[config.mk]
export PLATFORM = sky130hd
export DESIGN_NAME = ram_port_arb
export DESIGN_NICKNAME = d
export VERILOG_FILES = /design/src/rtl/ram_port_arb.sv
export SDC_FILE = /design/constraint.sdc
export NUM_CORES = 1
export LEC_CHECK = 0
export ABC_CLOCK_PERIOD_IN_PS = 3600
export CORE_AREA = 3 3 98 100
export DETAILED_ROUTE_END_ITERATION = 8
export DIE_AREA = 0 0 101 103
export PLACE_DENSITY = 0.7
export REMOVE_ABC_BUFFERS = 1
export SLEW_MARGIN = 20
export SYNTH_ARGS = -nofsm -noshare
export SYNTH_HDL_FRONTEND = slang
export SYNTH_SLANG_ARGS = --single-unit
export TNS_END_PERCENT = 30
[constraint.sdc]
create_clock -name clk -period 3.6 [get_ports clk]
set_input_delay 0.54 -clock clk [delete_from_list [all_inputs] [get_ports clk]]
set_output_delay 0.54 -clock clk [all_outputs]
set_load 0.01 [all_outputs]
[src/rtl/ram_port_arb.sv]
// Arbiter for RAM port A between the core data mux (m0) and the UART loader (m1).
// Define RAM_ARB_RR_EN for round-robin base priority; otherwise m1 has fixed priority over m0.
module ram_port_arb #(
  parameter int XLEN         = 32,
  parameter int RAM_ADDR_LEN = 14,
  parameter int MAX_WAIT     = 4
) (
  input  logic                    clk,
  input  logic                    rstb,
  input  logic                    m0_req,
  input  logic [XLEN/8-1:0]       m0_we,
  input  logic [RAM_ADDR_LEN-1:0] m0_addr,
  input  logic [XLEN-1:0]         m0_wdata,
  output logic                    m0_ready,
  output logic                    m0_rvalid,
  output logic [XLEN-1:0]         m0_rdata,
  input  logic                    m1_req,
  input  logic [XLEN/8-1:0]       m1_we,
  input  logic [RAM_ADDR_LEN-1:0] m1_addr,
  input  logic [XLEN-1:0]         m1_wdata,
  output logic                    m1_ready,
  output logic                    m1_rvalid,
  output logic [XLEN-1:0]         m1_rdata,
  input  logic                    m1_lock,
  output logic                    ram_en,
  output logic [XLEN/8-1:0]       ram_we,
  output logic [RAM_ADDR_LEN-1:0] ram_addr,
  output logic [XLEN-1:0]         ram_wdata,
  input  logic [XLEN-1:0]         ram_rdata
);

  localparam logic [3:0] MAX_WAIT_C = 4'(MAX_WAIT);

  logic       active_q, active_d;
  logic       owner_q, owner_d;
  logic [3:0] wait0_q, wait0_d;
  logic [3:0] wait1_q, wait1_d;
  logic       rd_pend_q, rd_pend_d;
  logic       rd_id_q, rd_id_d;
  logic       gnt0, gnt1;

  // Lock beats starvation, starvation beats base priority.
  always_comb begin
    gnt0 = 1'b0;
    gnt1 = 1'b0;
    if (active_q) begin
      if (owner_q && m1_lock && m1_req) begin
        gnt1 = 1'b1;
      end else if ((wait0_q >= MAX_WAIT_C) && m0_req) begin
        gnt0 = 1'b1;
      end else if ((wait1_q >= MAX_WAIT_C) && m1_req) begin
        gnt1 = 1'b1;
      end else if (m0_req && m1_req) begin
`ifdef RAM_ARB_RR_EN
        if (owner_q) gnt0 = 1'b1;
        else         gnt1 = 1'b1;
`else
        gnt1 = 1'b1;
`endif
      end else if (m1_req) begin
        gnt1 = 1'b1;
      end else if (m0_req) begin
        gnt0 = 1'b1;
      end
    end
  end

  always_comb begin
    m0_ready  = gnt0;
    m1_ready  = gnt1;
    ram_en    = gnt0 | gnt1;
    ram_we    = '0;
    ram_addr  = '0;
    ram_wdata = '0;
    if (gnt1) begin
      ram_we    = m1_we;
      ram_addr  = m1_addr;
      ram_wdata = m1_wdata;
    end else if (gnt0) begin
      ram_we    = m0_we;
      ram_addr  = m0_addr;
      ram_wdata = m0_wdata;
    end
    m0_rvalid = active_q && rd_pend_q && !rd_id_q;
    m1_rvalid = active_q && rd_pend_q && rd_id_q;
    m0_rdata  = (active_q && !rd_id_q) ? ram_rdata : '0;
    m1_rdata  = (active_q && rd_id_q) ? ram_rdata : '0;
  end

  always_comb begin
    active_d  = 1'b1;
    owner_d   = owner_q;
    wait0_d   = wait0_q;
    wait1_d   = wait1_q;
    rd_pend_d = 1'b0;
    rd_id_d   = rd_id_q;
    if (gnt0) owner_d = 1'b0;
    if (gnt1) owner_d = 1'b1;
    if (active_q) begin
      if (gnt0 || !m0_req)      wait0_d = 4'd0;
      else if (wait0_q != 4'hF) wait0_d = wait0_q + 4'd1;
      if (gnt1 || !m1_req)      wait1_d = 4'd0;
      else if (wait1_q != 4'hF) wait1_d = wait1_q + 4'd1;
    end
    // Read data comes back one cycle after the grant; remember whose it is.
    if (gnt0 && (m0_we == '0)) begin
      rd_pend_d = 1'b1;
      rd_id_d   = 1'b0;
    end else if (gnt1 && (m1_we == '0)) begin
      rd_pend_d = 1'b1;
      rd_id_d   = 1'b1;
    end
  end

  always_ff @(posedge clk or negedge rstb) begin
    if (!rstb) begin
      active_q  <= 1'b0;
      owner_q   <= 1'b0;
      wait0_q   <= 4'd0;
      wait1_q   <= 4'd0;
      rd_pend_q <= 1'b0;
      rd_id_q   <= 1'b0;
    end else begin
      active_q  <= active_d;
      owner_q   <= owner_d;
      wait0_q   <= wait0_d;
      wait1_q   <= wait1_d;
      rd_pend_q <= rd_pend_d;
      rd_id_q   <= rd_id_d;
    end
  end

endmodule

# Yosys cells after proc, flatten, opt, wreduce, memory -nomap -nowiden
# Cells that the tools add are included.
op_classes:
  mux: 31
  n_bitwise: 1
  magnitude_cmp: 2
  n_addsub: 2
  mul: 0
  shift: 0
  reduce_logical: 25
  div_mod_pow: 0
  n_eq_ne: 2
op_table:
  columns: ["operator", "count"]
  rows:
  - ["32-bit 2-to-1 mux", 4]
  - ["14-bit 2-to-1 mux", 2]
  - ["4-bit 2-to-1 mux", 6]
  - ["1-bit 2-to-1 mux", 19]
  - ["1-bit logical AND", 12]
  - ["4-bit by 1-bit adder with 4-bit output (second input constant)", 2]
  - ["4-bit by 3-bit greater-or-equal comparator with 1-bit output (second input constant)", 2]
  - ["4-bit logical NOT", 2]
  - ["4-bit != test (second input constant)", 2]
  - ["2-bit nonzero test", 4]
  - ["2-bit AND reduction", 2]
  - ["1-bit logical NOT", 3]
  - ["1-bit logical OR", 2]
  - ["1-bit OR", 1]
word_totals:
  mem_bits_ro: 0
  word_cells: 69
  latchBits: 0
  memories: 0
  ramBits: 0
  output_inout_bits: 119
  reg_bits: 12

# Longest topological paths before layout
logic_depth:
  depth_word: 10
  ltp_mapped: 6

# Worst setup path before layout
# Ideal clock, no wire load.
synth_path:
  kind: "in2out"
  start: "input port m0_req"
  end: "output port ram_wdata[17]"
  required_ns: 3.060
  stages: 6
  setup_slack_ns: 1.661
  t_arrival_ns: 1.399
  cell_sequence: "buf_2 nand2_1 a21o_2 inv_4 buf_4 a22o_1"
synth_between:
  elab_chain_len: 9
  word_cells_on_any_way: 16
synth_lines:
  columns: ["item", "line_no", "rtl"]
  rows:
  - ["start, declared", "10", "input logic m0_req,"]
  - ["1-bit 2-to-1 mux", "62", "end else if (m0_req) begin"]
  - ["1-bit 2-to-1 mux", "60", "end else if (m1_req) begin"]
  - ["1-bit 2-to-1 mux", "53", "end else if (m0_req && m1_req) begin"]
  - ["1-bit 2-to-1 mux", "51", "end else if ((wait1_q >= MAX_WAIT_C) && m1_req) begin"]
  - ["1-bit 2-to-1 mux (*)", "49", "end else if ((wait0_q >= MAX_WAIT_C) && m0_req) begin"]
  - ["1-bit 2-to-1 mux (*)", "47", "if (owner_q && m1_lock && m1_req) begin"]
  - ["1-bit 2-to-1 mux (*)", "46", "if (active_q) begin"]
  - ["named net m0_ready", "14", "output logic m0_ready,"]
  - ["32-bit 2-to-1 mux (*)", "79", "end else if (gnt0) begin"]
  - ["32-bit 2-to-1 mux (*)", "75", "if (gnt1) begin"]
  - ["end, declared", "28", "output logic [XLEN-1:0] ram_wdata,"]
# Mark *: on every way through the listed nets, which the timed path passes. The rest lies on a longest branch.

# Worst setup path after layout
layout_path:
  start: "input port m0_req"
  end: "output port ram_wdata[15]"
layout_between:
  elab_chain_len: 9
  word_cells_on_any_way: 16
layout_lines:
  columns: ["item", "line_no"]
  rows:
  - ["1-bit 2-to-1 mux", "62"]
  - ["1-bit 2-to-1 mux", "60"]
  - ["1-bit 2-to-1 mux", "53"]
  - ["1-bit 2-to-1 mux", "51"]
  - ["1-bit 2-to-1 mux", "49"]
  - ["1-bit 2-to-1 mux", "47"]
  - ["1-bit 2-to-1 mux", "46"]
  - ["32-bit 2-to-1 mux", "79"]
  - ["32-bit 2-to-1 mux (*)", "75"]
# Every way passes the cells marked *; elsewhere a longest branch is shown, timed or not.

==> flow_summary.toml <==
[clock_tree]
tritoncts = "done"
clk_pin_slew_ps = 40
clk_latency_ps = 230
cts_buffers = 3
clk_path_buf_depth = 2
post_cts_buffers = 0
ctsResizeCount = 0
postCtsHoldBufs = 0
cts_max_level = 1
cts_root_buf = "clkbuf_8"
cts_sinks = 8

[worst_hold_path]
holdPathStages = 1
hold_start = "wait0_q[1]$_DFFE_PN0P_"
hold_end = "wait0_q[1]$_DFFE_PN0P_"
hp-class = "flop to flop"

[worst_setup_path]
worstSetupPathType = "input pin to output port"
regToRegSetupSlack_ps = 2120
cp_max_fo = 23
endpoint_kind = "output port"
arrival_ps = 2640
start_kind = "input pin"
r2r_start = "wait0_q[0]$_DFFE_PN0P_"
regToRegEndpoint = "wait0_q[1]$_DFFE_PN0P_"
crit_start = "m0_req"
r2r_cells = 4
crit_required_ps = 3060

[yosys]
ys_seq_elements = 8
yosysTopAreaCell = "a22o_1"
syn_area_per_cell_sq_um = 8.22
yosysTopAreaCellShare = 0.283
ys_warn_count = 0
syn_inst = 181
synth_area_sq_mm = 0.00149
yosysSeqAreaShare = 0.135
synthDistinctLibCells = 37
synthTopCellsByArea = "a22o_1 (28%), and2_1 (14%), and3_1 (14%)"

[timing]
setup_viol_count_final = 0
min_period_ps = 3180
drv_slew = 0
period_share = 0.882
setup-tns-final_ps = 0
worst_hold_slack_ps = 538
clock-skew-final_ps = 1.13
fmax_mhz = 315
hold_viol_final = 0
grt_setup_unrepaired = "false"

[placed_design]
portBuffers = 255
placed_area_sq_mm = 0.00409
gp_routability_congestion = 0.836
hpwl_um = 7820
dp.cells = 531

[flow_run]
drv_cap = 0

[die]
die_area_sq_mm = 0.0104
num_io_pins = 256
initial_core_util = 0.170
row_count = 34
dieWidth_um = 101
chipHeight_um = 103
core-area_sq_mm = 0.00876

[final_layout]
layout_common_cells = "clkdlybuf4s50_1 (255), a22o_1 (48), and2_1 (34)"
layoutNonFillerInstCount = 534
design_area_sq_mm = 0.00413
synthToLayoutAreaGrowth_pct = 178
utilization = 0.471
drive_gt1_frac = 0.0446
final_nets = 566
final_common_cell = "clkdlybuf4s50_1"
num_antenna_cells = 0

[routing]
viasPerCell = 4.53
firstDrtPassIters = 4
ant_nets = 0
drcViolationCount = 0
drtIter0Drc = 22
routedWlPerCell_um = 16.6
routed_wl_um = 8890
num_vias = 2418

[global_routing]
grt-ovfl-total = 0
grt_pass1_vias = 2345
grt_usage = 0.148
grt_max_degree = 54
antenna_found_initial = 0
grt_first_pass_wirelength_um = 12400

[pwr]
ir_drop_mv = 0.0984
p_leak_nw = 1.67
p_per_area_mw_per_mm2 = 194

[outcome]
status = "finished clean"
[cell usage after synthesis]
library cell and number:
a22o_2 2, a2bb2oi_4 1, a22o_1 48, nor3b_1 1, ha_1 1, nand2b_1 2, dfrtp_1 8, nor2b_1 1
a21o_1 1, o21bai_1 1, inv_4 1, or4_1 2, nand4_1 1, nor4_1 1, nand3_1 2, a211oi_2 1
o2bb2ai_1 2, o21ai_1 1, clkbuf_1 10, conb_1 1, nand2_1 4, a21oi_4 1, buf_2 1, buf_6 1
o21ai_0 1, a21o_2 1, buf_8 5, and3b_1 1, and2_1 34, and3_1 33, a221o_1 1, a21oi_1 2
o22a_1 1, nor2_1 1, o2111ai_1 1, buf_4 4, mux2_2 1
[final cells by class]
class / instances / area (sq um)
tap: 108 / 135
fill: 864 / 4630
clock buffer: 3 / 41.3
sequential: 8 / 200
timing repair buffer: 263 / 2630
multi-input combinational: 151 / 1120
inverter: 1 / 6.26
[layer usage]
layer,up-vias,part of all wire,global-route usage
li1,1188,-,-
met2,163,0.52,0.297
met3,8,0.14,0.0535
met1,1059,0.32,0.144
met4,0,0.014,0.0327
met5,-,0,0
[kinds of logic after synthesis]
kind of cell | after synthesis | synth area share
buffers and inverters | 22 | 0.111
adder cells (fa/ha/maj) | 1 | 0.00841
AND/OR/NAND/NOR | 83 | 0.343
multiplexers | 1 | 0.00757
flip-flops | 8 | 0.135
AO/OA/AOI/OAI | 65 | 0.393
other | 1 | 0.00252
[registers in the layout (all words and copies together), names as in the netlist]
| name | flops |
|---|---|
| active_q | 1 |
| rd_pend_q | 1 |
| owner_q | 1 |
| rd_id_q | 1 |
| wait0_q | 4 |
[through the flow]
stage / worst slack [ps] / power [mW]
3_5_place_dp: 424 / 0.703
4_1_cts: 414 / 0.812
3_3_place_gp: 460 / 0.698
5_1_grt: 322 / 0.849
2_1_floorplan: 1070 / 0.291
6_report: 425 / 0.803
[report_power, final]
group          total, mW  switching [mW]  internal [mW]  leakage [nW]
clock network      0.108          0.0355         0.0725        0.0216
registers          0.104         0.00606         0.0979         0.102
logic              0.591           0.217          0.374          1.55
[how the worst max path moves through the flow]
stage	endpoint	slack, ps	cells past startpoint
floorplan	ram_addr[0]	1070	3
global placement	ram_wdata[22]	460	7
detailed placement	ram_wdata[15]	420	7
CTS	ram_wdata[15]	410	7
global route	ram_addr[9]	320	7
finish	ram_wdata[15]	420	7
[critical path: stages]
cell	delay, ps
clkdlybuf4s50_1	630
nand2_1	90
a21o_2	240
inv_4	200
buf_4	240
a22o_1	150
clkdlybuf4s50_1	540
No activity file was read; power rests on OpenSTA's default activity.
